**config.mk**
```make
export PLATFORM = sky130hd
export DESIGN_NAME = spi_shift_receiver_flat
export DESIGN_NICKNAME = d
export VERILOG_FILES = /design/src/rtl/spi_shift_receiver_if.sv /design/src/rtl/spi_shift_receiver.sv /design/src/flat_wrapper.sv
export SDC_FILE = /design/constraint.sdc
export NUM_CORES = 1
export LEC_CHECK = 0
export ABC_AREA = 1
export ABC_CLOCK_PERIOD_IN_PS = 3430
export CELL_PAD_IN_SITES_DETAIL_PLACEMENT = 2
export CELL_PAD_IN_SITES_GLOBAL_PLACEMENT = 2
export CORE_ASPECT_RATIO = 0.9
export CORE_MARGIN = 3
export CORE_UTILIZATION = 34
export DETAILED_ROUTE_END_ITERATION = 7
export HOLD_SLACK_MARGIN = 0.12
export PLACE_DENSITY = 0.93
export SLEW_MARGIN = 20
export SYNTH_ARGS = -nofsm -noshare
export SYNTH_HDL_FRONTEND = slang
export SYNTH_SLANG_ARGS = --single-unit
export TNS_END_PERCENT = 100
```
**constraint.sdc**
```tcl
create_clock -name clk_in -period 3.43 [get_ports clk_in]
set_clock_uncertainty 0.2 [all_clocks]
set_input_delay 0.686 -clock clk_in [delete_from_list [all_inputs] [get_ports clk_in]]
set_output_delay 0.686 -clock clk_in [all_outputs]
set_load 0.005 [all_outputs]
```
**src/rtl/spi_shift_receiver_if.sv**
```systemverilog
// -----------------------------------------------------------------------------
// spi_shift_receiver_if
//   Bundles the serial pins and the word-level handshake of spi_shift_receiver.
//
//   Serial side : sclk_in, cs_n_in, mosi_in (driven by the SPI master, async to
//                 the receiver clock), miso_out (driven by the receiver).
//   Word side   : data_out / data_valid_out / data_ack_in (received words),
//                 tx_data_in / tx_load_out (word to transmit and its capture pulse),
//                 overrun_out / frame_err_out (single-cycle status pulses).
//
//   Modports:
//     slave  - the receiver itself (spi_shift_receiver)
//     master - the environment: SPI master plus word consumer/producer
// -----------------------------------------------------------------------------
interface spi_shift_receiver_if #(
    parameter int unsigned WIDTH = 8
);
    logic             sclk_in;
    logic             cs_n_in;
    logic             mosi_in;
    logic             miso_out;
    logic [WIDTH-1:0] data_out;
    logic             data_valid_out;
    logic             data_ack_in;
    logic [WIDTH-1:0] tx_data_in;
    logic             tx_load_out;
    logic             overrun_out;
    logic             frame_err_out;

    modport slave (
        input  sclk_in,
        input  cs_n_in,
        input  mosi_in,
        output miso_out,
        output data_out,
        output data_valid_out,
        input  data_ack_in,
        input  tx_data_in,
        output tx_load_out,
        output overrun_out,
        output frame_err_out
    );

    modport master (
        output sclk_in,
        output cs_n_in,
        output mosi_in,
        input  miso_out,
        input  data_out,
        input  data_valid_out,
        output data_ack_in,
        output tx_data_in,
        input  tx_load_out,
        input  overrun_out,
        input  frame_err_out
    );
endinterface

```
**src/rtl/spi_shift_receiver.sv**
```systemverilog
// -----------------------------------------------------------------------------
// spi_shift_receiver
//   Mode-0 (CPOL=0, CPHA=0) SPI target running entirely in the clk_in domain.
//   sclk/cs_n/mosi are oversampled through synchroniser chains; received words
//   (MSB first) are presented on a valid/ack port, and tx_data_in is shifted
//   out MSB first on miso_out. The serial clock must stay high and low for at
//   least two clk_in periods each.
//
//   Ports:
//     clk_in      - system clock, all state on posedge
//     reset_n_in  - asynchronous active-low reset
//     bus (slave) - serial pins, received-word handshake, transmit word,
//                   tx_load / overrun / frame_err pulses
//
//   Parameters:
//     WIDTH       - bits per word (>= 2)
//     SYNC_STAGES - synchroniser depth on sclk, cs_n and mosi (>= 2)
// -----------------------------------------------------------------------------
module spi_shift_receiver #(
    parameter int unsigned WIDTH       = 8,
    parameter int unsigned SYNC_STAGES = 2
) (
    input  logic              clk_in,
    input  logic              reset_n_in,
    spi_shift_receiver_if.slave bus
);

    localparam int unsigned CntW = $clog2(WIDTH);
    localparam logic [CntW-1:0] LastBit = CntW'(WIDTH - 1);

    typedef enum logic [0:0] {
        StIdle   = 1'b0,
        StActive = 1'b1
    } state_e;

    // -------------------------------------------------------------------------
    // Input synchronisers
    // -------------------------------------------------------------------------
    logic [SYNC_STAGES-1:0] sclk_sync_q;
    logic [SYNC_STAGES-1:0] cs_n_sync_q;
    logic [SYNC_STAGES-1:0] mosi_sync_q;
    logic                   sclk_prev_q;

    always_ff @(posedge clk_in or negedge reset_n_in) begin
        if (!reset_n_in) begin
            sclk_sync_q <= '0;
            cs_n_sync_q <= '1;   // deselected until proven otherwise
            mosi_sync_q <= '0;
            sclk_prev_q <= 1'b0;
        end else begin
            sclk_sync_q <= {sclk_sync_q[SYNC_STAGES-2:0], bus.sclk_in};
            cs_n_sync_q <= {cs_n_sync_q[SYNC_STAGES-2:0], bus.cs_n_in};
            mosi_sync_q <= {mosi_sync_q[SYNC_STAGES-2:0], bus.mosi_in};
            sclk_prev_q <= sclk_sync_q[SYNC_STAGES-1];
        end
    end

    logic sclk_s;
    logic cs_n_s;
    logic mosi_s;
    logic sclk_rise;
    logic sclk_fall;

    assign sclk_s    = sclk_sync_q[SYNC_STAGES-1];
    assign cs_n_s    = cs_n_sync_q[SYNC_STAGES-1];
    // mosi has the same chain depth as sclk, so mosi_s is the value that was on
    // the pin when the synchronised rising edge left the pin.
    assign mosi_s    = mosi_sync_q[SYNC_STAGES-1];
    assign sclk_rise = sclk_s & ~sclk_prev_q;
    assign sclk_fall = ~sclk_s & sclk_prev_q;

    // -------------------------------------------------------------------------
    // Framing FSM and datapath
    // -------------------------------------------------------------------------
    state_e            state_q;
    logic [CntW-1:0]   bit_cnt_q;
    logic [WIDTH-1:0]  rx_shift_q;
    logic [WIDTH-1:0]  tx_shift_q;
    logic              word_done_q;   // last rising edge completed a word
    logic [WIDTH-1:0]  data_q;
    logic              data_valid_q;
    logic              tx_load_q;
    logic              overrun_q;
    logic              frame_err_q;

    logic [WIDTH-1:0]  rx_word;
    assign rx_word = {rx_shift_q[WIDTH-2:0], mosi_s};

    always_ff @(posedge clk_in or negedge reset_n_in) begin
        if (!reset_n_in) begin
            state_q      <= StIdle;
            bit_cnt_q    <= '0;
            rx_shift_q   <= '0;
            tx_shift_q   <= '0;
            word_done_q  <= 1'b0;
            data_q       <= '0;
            data_valid_q <= 1'b0;
            tx_load_q    <= 1'b0;
            overrun_q    <= 1'b0;
            frame_err_q  <= 1'b0;
        end else begin
            tx_load_q   <= 1'b0;
            overrun_q   <= 1'b0;
            frame_err_q <= 1'b0;

            // Consumer handshake; a word landing this cycle overrides below.
            if (data_valid_q && bus.data_ack_in) begin
                data_valid_q <= 1'b0;
            end

            case (state_q)
                StIdle: begin
                    bit_cnt_q   <= '0;
                    word_done_q <= 1'b0;
                    // IDLE is only re-entered with cs_n_s high, so a low level
                    // here always follows a falling edge.
                    if (!cs_n_s) begin
                        tx_shift_q <= bus.tx_data_in;
                        tx_load_q  <= 1'b1;
                        state_q    <= StActive;
                    end
                end

                StActive: begin
                    if (cs_n_s) begin
                        // Deselect wins over any coincident sclk edge.
                        state_q     <= StIdle;
                        bit_cnt_q   <= '0;
                        word_done_q <= 1'b0;
                        frame_err_q <= (bit_cnt_q != '0);
                    end else if (sclk_rise) begin
                        rx_shift_q <= rx_word;
                        if (bit_cnt_q == LastBit) begin
                            bit_cnt_q   <= '0;
                            word_done_q <= 1'b1;
                            if (!data_valid_q || bus.data_ack_in) begin
                                data_q       <= rx_word;
                                data_valid_q <= 1'b1;
                            end else begin
                                overrun_q <= 1'b1;
                            end
                        end else begin
                            bit_cnt_q <= bit_cnt_q + CntW'(1);
                        end
                    end else if (sclk_fall) begin
                        word_done_q <= 1'b0;
                        if (word_done_q) begin
                            // Present the next word's MSB before its first rise.
                            tx_shift_q <= bus.tx_data_in;
                            tx_load_q  <= 1'b1;
                        end else begin
                            tx_shift_q <= {tx_shift_q[WIDTH-2:0], 1'b0};
                        end
                    end
                end

                default: begin
                    state_q <= StIdle;
                end
            endcase
        end
    end

    // -------------------------------------------------------------------------
    // Outputs
    // -------------------------------------------------------------------------
    assign bus.miso_out       = (state_q == StActive) & tx_shift_q[WIDTH-1];
    assign bus.data_out       = data_q;
    assign bus.data_valid_out = data_valid_q;
    assign bus.tx_load_out    = tx_load_q;
    assign bus.overrun_out    = overrun_q;
    assign bus.frame_err_out  = frame_err_q;

endmodule

```
**src/flat_wrapper.sv**
```systemverilog
// flat-port wrapper written by rule: the top's interface ports become plain ports
module spi_shift_receiver_flat 
#(
    parameter int unsigned WIDTH       = 8,
    parameter int unsigned SYNC_STAGES = 2
)
  (clk_in, reset_n_in, bus_sclk_in, bus_cs_n_in, bus_mosi_in, bus_miso_out, bus_data_out, bus_data_valid_out, bus_data_ack_in, bus_tx_data_in, bus_tx_load_out, bus_overrun_out, bus_frame_err_out);
  spi_shift_receiver_if #(.WIDTH(WIDTH)) bus_i ();
  input  logic clk_in;
  input  logic reset_n_in;
  input wire logic [$bits(bus_i.sclk_in)-1:0] bus_sclk_in;
  input wire logic [$bits(bus_i.cs_n_in)-1:0] bus_cs_n_in;
  input wire logic [$bits(bus_i.mosi_in)-1:0] bus_mosi_in;
  output wire logic [$bits(bus_i.miso_out)-1:0] bus_miso_out;
  output wire logic [$bits(bus_i.data_out)-1:0] bus_data_out;
  output wire logic [$bits(bus_i.data_valid_out)-1:0] bus_data_valid_out;
  input wire logic [$bits(bus_i.data_ack_in)-1:0] bus_data_ack_in;
  input wire logic [$bits(bus_i.tx_data_in)-1:0] bus_tx_data_in;
  output wire logic [$bits(bus_i.tx_load_out)-1:0] bus_tx_load_out;
  output wire logic [$bits(bus_i.overrun_out)-1:0] bus_overrun_out;
  output wire logic [$bits(bus_i.frame_err_out)-1:0] bus_frame_err_out;
  assign bus_i.sclk_in = bus_sclk_in;
  assign bus_i.cs_n_in = bus_cs_n_in;
  assign bus_i.mosi_in = bus_mosi_in;
  assign bus_miso_out = bus_i.miso_out;
  assign bus_data_out = bus_i.data_out;
  assign bus_data_valid_out = bus_i.data_valid_out;
  assign bus_i.data_ack_in = bus_data_ack_in;
  assign bus_i.tx_data_in = bus_tx_data_in;
  assign bus_tx_load_out = bus_i.tx_load_out;
  assign bus_overrun_out = bus_i.overrun_out;
  assign bus_frame_err_out = bus_i.frame_err_out;
  spi_shift_receiver #(.WIDTH(WIDTH), .SYNC_STAGES(SYNC_STAGES)) u_core (.clk_in(clk_in), .reset_n_in(reset_n_in), .bus(bus_i));
endmodule
```
==> results of run 1 <==
-- registers in the layout, summed over array words and instances (netlist names) --
name	count
u_core.bit_cnt_q	3
u_core.bus.data_out	8
u_core.bus.data_valid_out	1
u_core.bus.frame_err_out	1
u_core.bus.overrun_out	1
u_core.bus.tx_load_out	1
u_core.cs_n_sync_q	2
u_core.mosi_sync_q	2
u_core.rx_shift_q	7
u_core.sclk_prev_q	1
u_core.sclk_sync_q	2
u_core.state_q	1
u_core.tx_shift_q	8
u_core.word_done_q	1
-- Yosys cell counts, drive strengths merged --
cell	n	area, µm²
nand2	78	303
dfrtp	37	926
inv	16	67.6
o21ai	10	53.8
nand3	9	50.1
nand4	9	56.3
nor2	5	28.8
ha	4	50.1
buf	3	30.0
a21oi	2	21.3
clkbuf	2	7.51
dfstp	2	52.6
a211oi	1	7.51
nor3	1	10.0
-- worst min path at each step --
stage                           from                     to  slack [ns]  depth (start not counted)
2_1_floorplan  u_core.mosi_sync_q[0]  u_core.mosi_sync_q[1]        0.13                          0
3_3_place_gp   u_core.sclk_sync_q[0]  u_core.sclk_sync_q[1]        0.13                          0
3_5_place_dp   u_core.sclk_sync_q[0]  u_core.sclk_sync_q[1]        0.14                          0
4_1_cts        u_core.sclk_sync_q[0]  u_core.sclk_sync_q[1]        0.16                          0
5_1_grt        u_core.mosi_sync_q[0]  u_core.mosi_sync_q[1]        0.16                          0
6_report       u_core.sclk_sync_q[0]  u_core.sclk_sync_q[1]        0.15                          0
-- cells by family after synthesis --
kind of cell,share of synthesized area [%]
simple gates,26.9
flops,58.8
buf+inv,6.32
compound gates,4.96
fa+ha+maj,3.01
-- layout by cell type (no fill, tap or decap) --
master and instances:
nand3_1 8, ha_1 4, a21oi_4 1, buf_4 1
o21ai_0 5, nor2_4 1, clkinv_2 1, nand4_1 9
inv_6 1, clkbuf_8 6, a211oi_1 1, nand2_4 1
nor2_1 3, inv_2 2, dfrtp_1 37, o21ai_1 4
nor3_2 1, nand3_2 1, clkdlybuf4s50_1 25, dfstp_2 2
nand2_2 1, nand2_1 76, bufinv_16 1, buf_2 1
o21ai_2 1, inv_4 1, a21oi_1 1, nor2_2 1
inv_1 12
-- routing by layer --
metal	track usage (%)	share of wire [%]
met4	7.88	1.8
met1	20.8	43
met5	0	0
met2	31.5	53
met3	3.10	2.5
-- metrics by stage --
step           total power [mW]  hold WS [ns]  setup WS, ns  util, %
2_1_floorplan             0.576         0.131          1.86        -
3_3_place_gp              0.617         0.133          1.25     43.0
3_5_place_dp              0.631         0.137          1.18     43.0
4_1_cts                    1.04         0.155          1.25     45.6
5_1_grt                    1.07         0.158          1.20     45.6
6_report                   1.02         0.153          1.25     45.6
-- report_power, final --
group | total (mW) | internal (mW) | switching, mW
combinational | 0.100 | 0.0389 | 0.0615
clock | 0.400 | 0.235 | 0.165
sequential | 0.521 | 0.496 | 0.0256
total | 1.02 | 0.770 | 0.252
-- final cells by class --
type                    count  area, µm²
clock buffers               6       82.6
inverters                  16       67.6
repair buffers             27        263
fillers                   488       2490
multi-input cells         119        581
flip-flops and latches     39        978
well taps                  62       77.6
clock inverters             2       35.0
==> impl_metrics.yaml, run 1 <==
floorplan:
  fp.dieH_um: 72.4
  core_area_um2: 4580
  start_util_pct: 36.4
  fp-row-count: 23
  die-area_um2: 5770
  io_pins: 27
  dieWidth_um: 79.7
worst_setup_path:
  critical_path_buf_inv_count: 2
  ff2ff_setup_slack_ns: 1.50
  crit_type: "register to primary output"
  arrival_ns: 1.29
  cp_cell_sequence: "nand2_1 > inv_1 > clkdlybuf4s50_1"
  r2r-start: "u_core.state_q"
  cpMaxStageDelayCell: "clkdlybuf4s50_1"
  rr_endpoint: "u_core.bus.data_out[3]"
  slowest_delay_ns: 0.50
  r2r_cells: 6
  critPathLaunch: "u_core.tx_shift_q[7]"
  worstSetupEndpointType: "primary output"
  worst-path-max-fanout: 2
  worstPathRequired_ns: 2.54
  cp-start-kind: "register"
  crit_cells: 3
  crit_end: "bus_miso_out"
  cp_top_family: "buffers and inverters"
drt:
  drt-initial-drc-count: 72
  via_per_inst: 4.84
  drt-total-wl_um: 4540
  num_vias: 1312
  drt-wirelength-per-cell_um: 16.8
  ant_nets: 0
  drcViolationCount: 0
  drtPass1Iterations: 2
timing:
  post-route-period-util_pct: 63.4
  drv_slew: 0
  worst_slew_pin_slew_ns: 0.867
  fin_crit_ns: 2.18
  hold_viol: 0
  finalSetupViolCount: 0
  maxSlewHeadroom_pct: 42.2
  fmax_mhz: 460
  rsz0062_at_grt: "no"
  tns_ns: 0
logic_synthesis:
  synthDistinctLibCells: 26
  synth_cells: 179
  postSynthAreaPerCell_um2: 9.30
  syn_area_um2: 1660
  synth_seq_area_share_pct: 58.8
  syn-num-nets: 197
  synth_warnings: 0
  synth-seq-cells: 39
finish:
  finish.instance_area_um2: 2080
  fin_nets: 226
  diodes: 0
  instances_no_fill: 271
  area_growth_pct: 25.3
  layout-drive-gt1-share_pct: 11.5
placed_design:
  io_buffers: 26
  dpl_cell_area_um2: 1970
  dp.final_hpwl_um: 3260
  place_congestion: 0.719
  place_inst: 263
global_route:
  grt_pass1_vias: 1527
  antenna_found_initial: 0
  grt_max_degree: 40
  grt_first_pass_wirelength_um: 7580
  gr-total-overflow: 0
  grt_use_total_pct: 17.7
job:
  drv_cap: 0
clock_tree:
  clk_latency_ns: 0.30
  post-cts-setup-buffers: 0
  clkTransAtPathRegs_ns: 0.08
  cts_root_buffer: "clkbuf_8"
  clock_path_buffers: 2
  cts_made_buffers: 5
  cts_sinks: 39
  htree_levels: 2
  cts_tree: "built"
  cts-resized-gates: 0
  hold_buffers: 0
min_path:
  hp-class: "register to register"
pwr:
  ir_drop_mv: 0.167
  p_per_area_nw_per_um2: 490
  leakage_nw: 1.03
status:
  status: "completed"
No activity file was read; power rests on OpenSTA's default activity.
==> run 2: changes to the inputs <==
- ABC_CLOCK_PERIOD_IN_PS: 3430 -> 2130
- CORE_UTILIZATION: 34 -> 32
- PLACE_DENSITY: 0.93 -> 0.89
- clock period: 3.43 -> 2.13 ns (I/O delays scaled with it)
==> run 2 against run 1 <==
Net effect: cell area shrank 0.42%; worst setup slack got worse by 1.0 ns; register-to-register slack got worse by 1.1 ns; largest cell class unchanged.
==> impl_metrics.yaml, run 2 (synthesis results as in run 1) <==
status:
  status: "completed"
finish:
  layout-drive-gt1-share_pct: 11.4
  area_growth_pct: 24.7
  final_common_cell: "nand2_1"
  fill_cells: 530
  multiInputGateArea_um2: 581
  seq_area_um2: 978
  mostFrequentLayoutCells: "76 x nand2_1, 37 x dfrtp_1, 25 x clkdlybuf4s50_1"
  fin_nets: 230
  final_core_util_pct: 42.1
  diodes: 0
global_route:
  grt_use_total_pct: 16.4
  grt_pass1_vias: 1432
  gr-total-overflow: 0
  grt_first_pass_wirelength_um: 7360
  antenna_found_initial: 0
  grt_max_degree: 40
timing:
  hold_viol: 0
  fmax_mhz: 526
  post-route-period-util_pct: 89.3
  finalSetupViolCount: 0
  maxSlewHeadroom_pct: 66.0
  tns_ns: 0
  drv_slew: 0
  rsz0062_at_grt: "no"
  whs_ns: 0.149
  fin_crit_ns: 1.90
  worst_slew_pin_slew_ns: 0.510
floorplan:
  core_area_um2: 4920
  fp-row-count: 24
  start_util_pct: 33.8
  io_pins: 27
  fp.dieH_um: 74.4
  dieWidth_um: 82.0
  die-area_um2: 6100
worst_setup_path:
  cp-start-kind: "register"
  worst-path-max-fanout: 2
  crit_type: "register to primary output"
  worstPathRequired_ns: 1.50
  arrival_ns: 1.28
  worstSetupEndpointType: "primary output"
pwr:
  leakage_nw: 1.03
  p_per_area_nw_per_um2: 705
  ir_drop_mv: 0.208
job:
  drv_cap: 0
min_path:
  hp-class: "register to register"
drt:
  met2_length_um: 2250
  wl_met3_um: 151
  num_vias: 1335
  met1_length_um: 1830
  drcViolationCount: 0
  drtPass1Iterations: 6
  ant_nets: 0
  drt-initial-drc-count: 62
  drt-wirelength-per-cell_um: 15.7
  drt-total-wl_um: 4330
  via_per_inst: 4.84
  maxUsedRoutingLayer: "met4"
clock_tree:
  post-cts-setup-buffers: 0
  cts_made_buffers: 5
  htree_levels: 2
  clock_path_buffers: 2
  clk_latency_ns: 0.29
  hold_buffers: 1
  clkTransAtPathRegs_ns: 0.07
  cts_root_buffer: "clkbuf_8"
  cts-resized-gates: 0
  cts_tree: "built"
  cts_sinks: 39
placed_design:
  place_congestion: 0.727
  dp.final_hpwl_um: 3130
  io_buffers: 26
## run 2: final cells by class
class                           count  share of cell area [%]
Clock buffer                        6                    3.50
Timing Repair Buffer               31                    14.2
Sequential cell                    39                    47.1
Multi-Input combinational cell    119                    28.0
Tap cell                           65                    3.92
Inverter                           16                    3.25
## run 2: per-stage QoR
stage / area (µm²) / worst slack, ns / instances / power (mW)
after floorplan: 1660 / 0.585 / 179 / 0.927
after global placement: 1990 / 0.457 / 269 / 0.998
after detailed placement: 1990 / 0.403 / 269 / 1.02
after CTS: 2080 / 0.211 / 276 / 1.48
after global routing: 2080 / 0.154 / 276 / 1.54
final: 2080 / 0.229 / 276 / 1.46
## run 2: critical path, cell delays in order (launching register included)
cell and delay, ns:
dfrtp_1 0.37, nand2_1 0.08, inv_1 0.06, clkdlybuf4s50_1 0.48
## run 2: where the power goes
part	leakage [nW]	switching, mW	internal (mW)
logic	0.482	0.0930	0.0654
registers	0.508	0.0442	0.799
clock network	0.0371	0.244	0.218
## run 2: layer usage
layer / vias to the layer above / global-route usage [%]
met1: 675 / 20.4
met4: 0 / 6.64
met5: - / 0
li1: 627 / -
met2: 24 / 27.8
met3: 9 / 3.27
## run 2: worst paths after layout
kind | startpoint | to | slack (ns) | depth (start not counted)
min in group asynchronous | reset_n_in | u_core.mosi_sync_q[0] | 0.54 | 3
worst min-delay path | u_core.sclk_sync_q[0] | u_core.sclk_sync_q[1] | 0.15 | 0
worst min register to register | u_core.sclk_sync_q[0] | u_core.sclk_sync_q[1] | 0.15 | 0
worst max-delay path | u_core.state_q | bus_miso_out | 0.23 | 3
worst max register to register | u_core.bit_cnt_q[0] | u_core.bus.data_out[4] | 0.39 | 5
max in group asynchronous | reset_n_in | u_core.cs_n_sync_q[1] | 0.81 | 3
